===== src/rtl/paint_pkg.sv =====
// paint_pkg: shared types and constants for the SPI draw decoder.
//   color_t / coord_t   : colour code and pixel coordinate types
//   H_ACTIVE_DEF/V_ACTIVE_DEF : default visible raster size
//   ECHO_SYNC           : byte presented on sdo at the start of a frame
//   B0_*/B1_*           : bit positions of the packet fields
//   state_t             : decoder FSM states
// Build option: SPI_DRAW_CHECKSUM_EN adds the B3 checksum state.
package paint_pkg;

    typedef logic [2:0] color_t;
    typedef logic [9:0] coord_t;

    localparam int H_ACTIVE_DEF = 640;
    localparam int V_ACTIVE_DEF = 480;

    localparam logic [7:0] ECHO_SYNC = 8'hA5;

    // B0 = {brush, color[2:0], x[9:6]}
    localparam int B0_BRUSH_BIT = 7;
    localparam int B0_COLOR_MSB = 6;
    localparam int B0_COLOR_LSB = 4;
    localparam int B0_XHI_MSB   = 3;
    localparam int B0_XHI_LSB   = 0;
    // B1 = {x[5:0], y[9:8]}; B2 = y[7:0]
    localparam int B1_XLO_MSB   = 7;
    localparam int B1_XLO_LSB   = 2;
    localparam int B1_YHI_MSB   = 1;
    localparam int B1_YHI_LSB   = 0;

    typedef enum logic [2:0] {
        ST_IDLE,
        ST_B0,
        ST_B1,
        ST_B2,
`ifdef SPI_DRAW_CHECKSUM_EN
        ST_B3,
`endif
        ST_COMMIT
    } state_t;

endpackage


===== src/rtl/spi_draw_decoder_if.sv =====
// spi_draw_decoder_if: SPI pins plus the pixel-store write port.
//   sck, sdi, cs_n : SPI inputs from the MCU (asynchronous)
//   sdo            : SPI echo output
//   x, y, new_color, brush, ready : committed draw command and strobe
//   err_cnt        : saturating dropped-packet count
// Modports: slave = decoder side, master = MCU/consumer side.
interface spi_draw_decoder_if;
    import paint_pkg::*;

    logic       sck;
    logic       sdi;
    logic       cs_n;
    logic       sdo;
    coord_t     x;
    coord_t     y;
    color_t     new_color;
    logic       brush;
    logic       ready;
    logic [7:0] err_cnt;

    modport slave (
        input  sck, sdi, cs_n,
        output sdo, x, y, new_color, brush, ready, err_cnt
    );

    modport master (
        output sck, sdi, cs_n,
        input  sdo, x, y, new_color, brush, ready, err_cnt
    );

endinterface


===== src/rtl/spi_sync.sv =====
// spi_sync: brings sck/sdi/cs_n into the clk domain and edge-detects them.
//   clk                  : pixel clock
//   sck, sdi, cs_n       : asynchronous SPI pins
//   sdi_s, cs_n_s        : synchronised levels
//   sck_rise, sck_fall   : one-cycle pulses on synchronised sck edges
//   cs_n_rise, cs_n_fall : one-cycle pulses on synchronised cs_n edges
// SYNC_STAGES must be at least 2.
// The chains carry no reset on purpose: a reset while cs_n is held low
// must not look like a fresh cs_n fall once reset is released.
module spi_sync #(
    parameter int SYNC_STAGES = 2
) (
    input  logic clk,
    input  logic sck,
    input  logic sdi,
    input  logic cs_n,
    output logic sck_rise,
    output logic sck_fall,
    output logic sdi_s,
    output logic cs_n_s,
    output logic cs_n_rise,
    output logic cs_n_fall
);

    logic [SYNC_STAGES-1:0] sck_q;
    logic [SYNC_STAGES-1:0] sdi_q;
    logic [SYNC_STAGES-1:0] cs_q;
    logic                   sck_d;
    logic                   cs_d;
    logic                   sck_s;

    always_ff @(posedge clk) begin
        sck_q <= {sck_q[SYNC_STAGES-2:0], sck};
        sdi_q <= {sdi_q[SYNC_STAGES-2:0], sdi};
        cs_q  <= {cs_q[SYNC_STAGES-2:0], cs_n};
        sck_d <= sck_s;
        cs_d  <= cs_n_s;
    end

    assign sck_s     = sck_q[SYNC_STAGES-1];
    assign sdi_s     = sdi_q[SYNC_STAGES-1];
    assign cs_n_s    = cs_q[SYNC_STAGES-1];
    assign sck_rise  =  sck_s & ~sck_d;
    assign sck_fall  = ~sck_s &  sck_d;
    assign cs_n_rise =  cs_n_s & ~cs_d;
    assign cs_n_fall = ~cs_n_s &  cs_d;

endmodule


===== src/rtl/spi_draw_decoder.sv =====
// spi_draw_decoder: SPI-slave draw-packet receiver for the paint pipeline.
//   clk   : pixel clock, sole clock
//   reset : synchronous, active-high
//   bus   : spi_draw_decoder_if.slave (SPI pins, committed x/y/new_color/
//           brush with one-cycle ready strobe, err_cnt)
// Build option: SPI_DRAW_CHECKSUM_EN makes packets 4 bytes with
// B3 = B0^B1^B2; a mismatching packet is dropped and counted.
//
// state     | meaning
// ----------+---------------------------------------------------------
// ST_IDLE   | waiting for cs_n to fall
// ST_B0     | receiving {brush, color, x[9:6]}
// ST_B1     | receiving {x[5:0], y[9:8]}
// ST_B2     | receiving y[7:0]
// ST_B3     | receiving checksum byte (SPI_DRAW_CHECKSUM_EN only)
// ST_COMMIT | one cycle after the last byte; ready is high here if valid
module spi_draw_decoder
    import paint_pkg::*;
#(
    parameter int H_ACTIVE    = H_ACTIVE_DEF,
    parameter int V_ACTIVE    = V_ACTIVE_DEF,
    parameter int SYNC_STAGES = 2
) (
    input  logic                  clk,
    input  logic                  reset,
    spi_draw_decoder_if.slave     bus
);

    localparam coord_t H_LIM = coord_t'(H_ACTIVE);
    localparam coord_t V_LIM = coord_t'(V_ACTIVE);
`ifdef SPI_DRAW_CHECKSUM_EN
    localparam state_t LAST_BYTE = ST_B3;
`else
    localparam state_t LAST_BYTE = ST_B2;
`endif

    logic sck_rise, sck_fall, sdi_s, cs_n_s, cs_n_rise, cs_n_fall;

    spi_sync #(.SYNC_STAGES(SYNC_STAGES)) u_sync (
        .clk       (clk),
        .sck       (bus.sck),
        .sdi       (bus.sdi),
        .cs_n      (bus.cs_n),
        .sck_rise  (sck_rise),
        .sck_fall  (sck_fall),
        .sdi_s     (sdi_s),
        .cs_n_s    (cs_n_s),
        .cs_n_rise (cs_n_rise),
        .cs_n_fall (cs_n_fall)
    );

    state_t     state, state_nx;
    logic [2:0] bit_cnt;
    logic [7:0] rx_shift, tx_shift;
    logic [7:0] b0_q, b1_q;
`ifdef SPI_DRAW_CHECKSUM_EN
    logic [7:0] b2_q;
`endif
    logic       skip_fall;
    coord_t     x_q, y_q;
    color_t     color_q;
    logic       brush_q, ready_q;
    logic [7:0] err_q;

    // decode strobes
    logic       in_pkt, start, abort, shift_en, byte_done, pkt_done;
    logic       pkt_ok, err_inc;
    logic [7:0] rx_next;
    coord_t     x_cand, y_cand;
    logic       csum_ok;

    assign rx_next = {rx_shift[6:0], sdi_s};
    assign x_cand  = {b0_q[B0_XHI_MSB:B0_XHI_LSB], b1_q[B1_XLO_MSB:B1_XLO_LSB]};
`ifdef SPI_DRAW_CHECKSUM_EN
    assign y_cand  = {b1_q[B1_YHI_MSB:B1_YHI_LSB], b2_q};
    assign csum_ok = (rx_next == (b0_q ^ b1_q ^ b2_q));
`else
    assign y_cand  = {b1_q[B1_YHI_MSB:B1_YHI_LSB], rx_next};
    assign csum_ok = 1'b1;
`endif

    // state register
    always_ff @(posedge clk) begin
        if (reset) state <= ST_IDLE;
        else       state <= state_nx;
    end

    // next state; cs_n rising ends every byte state, clean or aborted
    always_comb begin
        state_nx = state;
        case (state)
            ST_IDLE:   if (cs_n_fall) state_nx = ST_B0;
            ST_B0:     if (cs_n_rise) state_nx = ST_IDLE;
                       else if (byte_done) state_nx = ST_B1;
            ST_B1:     if (cs_n_rise) state_nx = ST_IDLE;
                       else if (byte_done) state_nx = ST_B2;
`ifdef SPI_DRAW_CHECKSUM_EN
            ST_B2:     if (cs_n_rise) state_nx = ST_IDLE;
                       else if (byte_done) state_nx = ST_B3;
            ST_B3:     if (cs_n_rise) state_nx = ST_IDLE;
                       else if (byte_done) state_nx = ST_COMMIT;
`else
            ST_B2:     if (cs_n_rise) state_nx = ST_IDLE;
                       else if (byte_done) state_nx = ST_COMMIT;
`endif
            ST_COMMIT: state_nx = cs_n_s ? ST_IDLE : ST_B0;
            default:   state_nx = ST_IDLE;
        endcase
    end

    // output decode; the commit decision is taken on the last byte's final
    // rise so the registered outputs and ready appear together in ST_COMMIT
    always_comb begin
        in_pkt    = (state != ST_IDLE) && (state != ST_COMMIT);
        start     = (state == ST_IDLE) && cs_n_fall;
        abort     = in_pkt && cs_n_rise && !((state == ST_B0) && (bit_cnt == 3'd0));
        shift_en  = in_pkt && sck_rise && !cs_n_rise;
        byte_done = shift_en && (bit_cnt == 3'd7);
        pkt_done  = byte_done && (state == LAST_BYTE);
        pkt_ok    = pkt_done && (x_cand < H_LIM) && (y_cand < V_LIM) && csum_ok;
        err_inc   = abort || (pkt_done && !pkt_ok);
    end

    // datapath
    always_ff @(posedge clk) begin
        if (reset) begin
            bit_cnt   <= 3'd0;
            rx_shift  <= 8'h00;
            tx_shift  <= 8'h00;
            b0_q      <= 8'h00;
            b1_q      <= 8'h00;
`ifdef SPI_DRAW_CHECKSUM_EN
            b2_q      <= 8'h00;
`endif
            skip_fall <= 1'b0;
            x_q       <= '0;
            y_q       <= '0;
            color_q   <= '0;
            brush_q   <= 1'b0;
            ready_q   <= 1'b0;
            err_q     <= 8'h00;
        end else begin
            if (start || cs_n_rise) begin
                bit_cnt <= 3'd0;
            end else if (shift_en) begin
                bit_cnt  <= bit_cnt + 3'd1;
                rx_shift <= rx_next;
            end

            if (byte_done) begin
                case (state)
                    ST_B0:   b0_q <= rx_next;
                    ST_B1:   b1_q <= rx_next;
`ifdef SPI_DRAW_CHECKSUM_EN
                    ST_B2:   b2_q <= rx_next;
`endif
                    default: ;
                endcase
            end

            // An echoed byte is loaded after the master has sampled the
            // previous MSB; its own MSB must survive the next fall, so that
            // one fall is skipped.
            if (start) begin
                tx_shift  <= ECHO_SYNC;
                skip_fall <= 1'b0;
            end else if (byte_done) begin
                tx_shift  <= rx_next;
                skip_fall <= 1'b1;
            end else if (sck_fall && (state != ST_IDLE)) begin
                if (skip_fall) skip_fall <= 1'b0;
                else           tx_shift  <= {tx_shift[6:0], 1'b0};
            end

            ready_q <= pkt_ok;
            if (pkt_ok) begin
                x_q     <= x_cand;
                y_q     <= y_cand;
                color_q <= b0_q[B0_COLOR_MSB:B0_COLOR_LSB];
                brush_q <= b0_q[B0_BRUSH_BIT];
            end

            if (err_inc && (err_q != 8'hFF)) err_q <= err_q + 8'd1;
        end
    end

    assign bus.sdo       = tx_shift[7];
    assign bus.x         = x_q;
    assign bus.y         = y_q;
    assign bus.new_color = color_q;
    assign bus.brush     = brush_q;
    assign bus.ready     = ready_q;
    assign bus.err_cnt   = err_q;

endmodule


===== src/flat_wrapper.sv =====
// flat-port wrapper written by rule: the top's interface ports become plain ports
module spi_draw_decoder_flat import paint_pkg::*;
#(
    parameter int H_ACTIVE    = H_ACTIVE_DEF,
    parameter int V_ACTIVE    = V_ACTIVE_DEF,
    parameter int SYNC_STAGES = 2
)
  (clk, reset, bus_sck, bus_sdi, bus_cs_n, bus_sdo, bus_x, bus_y, bus_new_color, bus_brush, bus_ready, bus_err_cnt);
  spi_draw_decoder_if bus_i ();
  input  logic clk;
  input  logic reset;
  input wire logic [$bits(bus_i.sck)-1:0] bus_sck;
  input wire logic [$bits(bus_i.sdi)-1:0] bus_sdi;
  input wire logic [$bits(bus_i.cs_n)-1:0] bus_cs_n;
  output wire logic [$bits(bus_i.sdo)-1:0] bus_sdo;
  output wire logic [$bits(bus_i.x)-1:0] bus_x;
  output wire logic [$bits(bus_i.y)-1:0] bus_y;
  output wire logic [$bits(bus_i.new_color)-1:0] bus_new_color;
  output wire logic [$bits(bus_i.brush)-1:0] bus_brush;
  output wire logic [$bits(bus_i.ready)-1:0] bus_ready;
  output wire logic [$bits(bus_i.err_cnt)-1:0] bus_err_cnt;
  assign bus_i.sck = bus_sck;
  assign bus_i.sdi = bus_sdi;
  assign bus_i.cs_n = bus_cs_n;
  assign bus_sdo = bus_i.sdo;
  assign bus_x = bus_i.x;
  assign bus_y = bus_i.y;
  assign bus_new_color = bus_i.new_color;
  assign bus_brush = bus_i.brush;
  assign bus_ready = bus_i.ready;
  assign bus_err_cnt = bus_i.err_cnt;
  spi_draw_decoder #(.H_ACTIVE(H_ACTIVE), .V_ACTIVE(V_ACTIVE), .SYNC_STAGES(SYNC_STAGES)) u_core (.clk(clk), .reset(reset), .bus(bus_i));
endmodule

===== config.mk =====
export PLATFORM = sky130hd
export DESIGN_NAME = spi_draw_decoder_flat
export DESIGN_NICKNAME = d
export VERILOG_FILES = /design/src/rtl/paint_pkg.sv /design/src/rtl/spi_draw_decoder_if.sv /design/src/rtl/spi_sync.sv /design/src/rtl/spi_draw_decoder.sv /design/src/flat_wrapper.sv
export SDC_FILE = /design/constraint.sdc
export NUM_CORES = 1
export LEC_CHECK = 0
export CAP_MARGIN = 20
export CORE_MARGIN = 3
export CORE_UTILIZATION = 55
export DETAILED_ROUTE_END_ITERATION = 7
export GPL_ROUTABILITY_DRIVEN = 0
export PLACE_DENSITY = 0.8
export SLEW_MARGIN = 20
export SYNTH_ARGS = -nofsm -noshare
export SYNTH_HDL_FRONTEND = slang
export SYNTH_SLANG_ARGS = --single-unit

===== constraint.sdc =====
create_clock -name clk -period 2.3 [get_ports clk]
set_clock_uncertainty 0.05 [all_clocks]
set_input_delay 0.575 -clock clk [delete_from_list [all_inputs] [get_ports clk]]
set_output_delay 0.575 -clock clk [all_outputs]
set_load 0.03 [all_outputs]

==> reports/results.md <==
| Result | Reported | Unit |
| --- | --- | --- |
| Share of synthesized registers carrying an async set or reset | 0 | % |
| Maximum number of pins on one net before global-route repair | 36 | - |
| Largest vdd supply drop | 0.000505 | V |
| # Max-Cap Violations | 0 | - |
| Final global-route overflow total | 0 | - |
| Data required time at the worst endpoint | 1.67 | ns |
| Share of the cycle needed by the critical path after routing | 96.6 | % |
| Floorplan Core Area | 5540 | um^2 |
| Antenna violations before repair | 0 | - |
| Standard-cell rows | 27 | - |
| TritonCTS clock tree | yes | - |
| Setup repair after global routing missed its margin | false | - |
| Fraction of the yosys area taken by sequential cells | 49.8 | % |
| Power density over the cells | 675 | nW/um^2 |
| Finish-stage setup viols | 0 | - |
| Clock latency at the later pin of the worst-skew pair | 0.34 | ns |
| Port Buffers | 38 | - |
| Family of cells with the greatest summed delay on the critical path | buffers and inverters | - |
| Area enclosed by the die boundary | 6720 | um^2 |
| Status | finished, final reports clean | - |
| DRC marker count from the first detailed-route iteration | 164 | - |
| Die boundary height | 82 | um |
| Starting utilization of the core area | 57.3 | % |
| Synth unique cells | 47 | - |
| Number of buffers created by CTS | 9 | - |
| Diodes inserted | 0 | - |
| Total wirelength of the detailed-routed design | 6480 | um |
| Mean instance size in the synthesized netlist | 10.1 | um^2 |
| Element type at the critical path end | output pin | - |
| DRC violations left | 0 | - |
| H-Tree Depth | 3 | - |
| Most common library cell in the layout ignoring fill and taps | sky130_fd_sc_hd__dfxtp_1 | - |
| Routed WL per cell | 15.0 | um |
| Cell with the biggest individual delay on the critical path | sky130_fd_sc_hd__clkdlybuf4s50_1 | - |
| Largest stage delay on the critical path | 0.74 | ns |
| Clock root buffer | sky130_fd_sc_hd__clkbuf_8 | - |
| Combined flip-flop and latch cell area | 1580 | um^2 |
| Crit Path Max Fanout | 9 | - |
| Detailed placer's ending HPWL | 4200 | um |
| Number of enable flip-flop cells after synthesis | 0 | - |
| Post-synthesis net count | 325 | - |
| Vias per std cell | 5.60 | - |
| Fin nets | 365 | - |
| Clock transition at path regs | 0.08 | ns |
| Post-CTS Repair Setup Buffers | 0 | - |
| Hold crit path type | reg2reg | - |
| Final hold viol count | 0 | - |
| Reg2reg setup slack | 0.20 | ns |
| Cell count after synthesis | 316 | - |
| Fill cell count | 429 | - |
| Worst Max-Slew Pin Slew | 0.605 | ns |
| Total negative setup slack | 0 | ns |
| Worst rel slew slack | 59.7 | % |
| Area growth from synthesis to layout | 20.7 | % |
| Vias post-DR | 2418 | - |
| Share of layout cells above drive strength 1 | 10.0 | % |
| Footprint of the multi-input gates | 1470 | um^2 |
| Number of clock sinks | 79 | - |
| # hold bufs at CTS | 0 | - |
| Total buffers and inverters traversed by the critical path | 1 | - |
| Chip width | 82 | um |
| Synth Warn # | 0 | - |
| Maximum buffer depth of the clock tree | 2 | - |
| Top library cells by usage in the layout, fill and taps aside | sky130_fd_sc_hd__dfxtp_1, sky130_fd_sc_hd__nor2_1, sky130_fd_sc_hd__mux2i_1 | - |
| Ys flop type | sky130_fd_sc_hd__dfxtp_1 | - |
| Data arrival time at the worst-slack endpoint | 1.60 | ns |
| 1st-pass router iterations | 4 | - |
| Finished Core Util | 69.2 | % |
| Wire length of the first global-routing pass | 10800 | um |
| Crit path kind | reg2out | - |
| Leakage dissipation | 1.43 | nW |
| Final period demand of the worst path | 2.22 | ns |
| IO Pins | 39 | - |
| Netlist Area Pre-Place | 3180 | um^2 |
| Vias in the first global route | 2249 | - |
| Number of pins exceeding their max-slew limit in the final report | 0 | - |
| Upper clock frequency limit | 450 | MHz |
| GRT Total Usage | 20.8 | % |
| Cell breakdown of the critical path | clkdlybuf4s50_1 | - |
| Type of origin of the critical path | flip-flop | - |
| # resized after CTS | 0 | - |
| Flip-flop and latch count after synthesis | 79 | - |
| Post-DRT Antenna Nets | 0 | - |
| Total power | 2.59 | mW |
[cells by family (layout without fill, tap and decap cells)]
family / Yosys count / in the layout / synth area share [%]
simple gates: 121 / 121 / 20.2
flops: 79 / 79 / 49.8
buf+inv: 24 / 68 / 3.94
compound gates: 34 / 34 / 7.56
fa+ha+maj: 4 / 4 / 1.58
mux: 52 / 52 / 16.4
xor+xnor: 2 / 2 / 0.551
[registers in the layout (all words and copies together), names as in the netlist, 3 cells and up]
register and count:
u_core.bus.y 10, u_core.state 3, u_core.rx_shift 7, u_core.tx_shift 8, u_core.bus.new_color 3, u_core.bus.err_cnt 8
u_core.b1_q 8, u_core.b0_q 8, u_core.bus.x 10, u_core.bit_cnt 3
[routing by layer]
layer | wire length [um] | global-route usage, %
met5 | 0 | 0
met4 | 114 | 9.14
met3 | 216 | 4.39
met2 | 3080 | 32.9
met1 | 3070 | 27.5
[cells in the mapped netlist (2+ instances only)]
| library cell | n | area share [%] |
|---|---|---|
| sky130_fd_sc_hd__ha_1 | 4 | 1.6 |
| sky130_fd_sc_hd__o21ai_0 | 3 | 0.47 |
| sky130_fd_sc_hd__o311ai_0 | 4 | 1.1 |
| sky130_fd_sc_hd__or2_2 | 2 | 0.39 |
| sky130_fd_sc_hd__buf_6 | 3 | 1.1 |
| sky130_fd_sc_hd__nand2_1 | 12 | 1.4 |
| sky130_fd_sc_hd__a31oi_1 | 2 | 0.39 |
| sky130_fd_sc_hd__dfxtp_1 | 79 | 50 |
| sky130_fd_sc_hd__o22ai_1 | 3 | 0.59 |
| sky130_fd_sc_hd__buf_2 | 4 | 0.63 |
| sky130_fd_sc_hd__nor2_1 | 56 | 6.6 |
| sky130_fd_sc_hd__nor4b_1 | 2 | 0.55 |
| sky130_fd_sc_hd__nor3_2 | 3 | 0.95 |
| sky130_fd_sc_hd__nor3_1 | 8 | 1.3 |
| sky130_fd_sc_hd__and4_1 | 2 | 0.55 |
| sky130_fd_sc_hd__clkbuf_1 | 10 | 1.2 |
| sky130_fd_sc_hd__a211oi_1 | 7 | 1.7 |
| sky130_fd_sc_hd__mux2i_1 | 52 | 16 |
| sky130_fd_sc_hd__a21oi_1 | 7 | 1.1 |
| sky130_fd_sc_hd__buf_4 | 2 | 0.47 |
| sky130_fd_sc_hd__nor2b_1 | 3 | 0.59 |
| sky130_fd_sc_hd__nor3_4 | 2 | 1.0 |
| sky130_fd_sc_hd__nand2b_1 | 5 | 0.98 |
| sky130_fd_sc_hd__a311oi_1 | 2 | 0.55 |
| sky130_fd_sc_hd__nand3_1 | 4 | 0.63 |
| sky130_fd_sc_hd__nor4_1 | 4 | 0.79 |
| sky130_fd_sc_hd__nand4_1 | 2 | 0.39 |
| sky130_fd_sc_hd__inv_1 | 5 | 0.59 |
| sky130_fd_sc_hd__nor3b_1 | 4 | 0.95 |
| sky130_fd_sc_hd__and3_1 | 3 | 0.59 |
[area by class of cell]
type	count	share of cell area, %
Clock buffer	10	3.33
Clock inverter	5	2.19
Inverter	5	0.489
Multi-Input combinational cell	213	38.3
Sequential cell	79	41.2
Tap cell	72	2.35
Timing Repair Buffer	48	12.1
[worst reg2reg max path, cell delays in order (launching register included)]
cell                      delay, ns
sky130_fd_sc_hd__dfxtp_1       0.39
sky130_fd_sc_hd__ha_1          0.17
sky130_fd_sc_hd__ha_1          0.23
sky130_fd_sc_hd__and4b_1       0.23
sky130_fd_sc_hd__nand3_2       0.15
sky130_fd_sc_hd__nor3_4        0.25
sky130_fd_sc_hd__buf_12        0.23
sky130_fd_sc_hd__mux2i_1       0.21
sky130_fd_sc_hd__nor2_1        0.05
[final timing paths]
path	startpoint	end	cells after the start
max reg2reg	u_core.bit_cnt[0]$_SDFFE_PP0P_	u_core.bus.x[0]$_SDFFE_PP0P_	8
min	u_core.u_sync.sck_q[0]$_DFF_P_	u_core.u_sync.sck_q[1]$_DFF_P_	0
max	u_core.bus.err_cnt[3]$_SDFFE_PP0P_	bus_err_cnt[3]	1
min reg2reg	u_core.u_sync.sck_q[0]$_DFF_P_	u_core.u_sync.sck_q[1]$_DFF_P_	0
[report_power, final]
| part | total, mW | switching (mW) | leakage (nW) | internal, mW |
|---|---|---|---|---|
| Combinational | 0.0964 | 0.0590 | 0.689 | 0.0374 |
| Sequential | 1.40 | 0.0174 | 0.640 | 1.39 |
| Clock | 1.09 | 0.480 | 0.0986 | 0.607 |
[stage by stage]
| step | instances | hold WS (ns) | instance area (um^2) | setup slack [ns] |
|---|---|---|---|---|
| detailed placement | 417 | 0.264 | 3620 | 0.230 |
| global placement | 417 | 0.262 | 3620 | 0.305 |
| finish | 432 | 0.281 | 3830 | 0.0790 |
| floorplan | 316 | 0.260 | 3180 | 0.284 |
| global route | 432 | 0.289 | 3830 | 0.0229 |
| CTS | 432 | 0.285 | 3830 | 0.0919 |
Power figures use the tool's default switching activity.
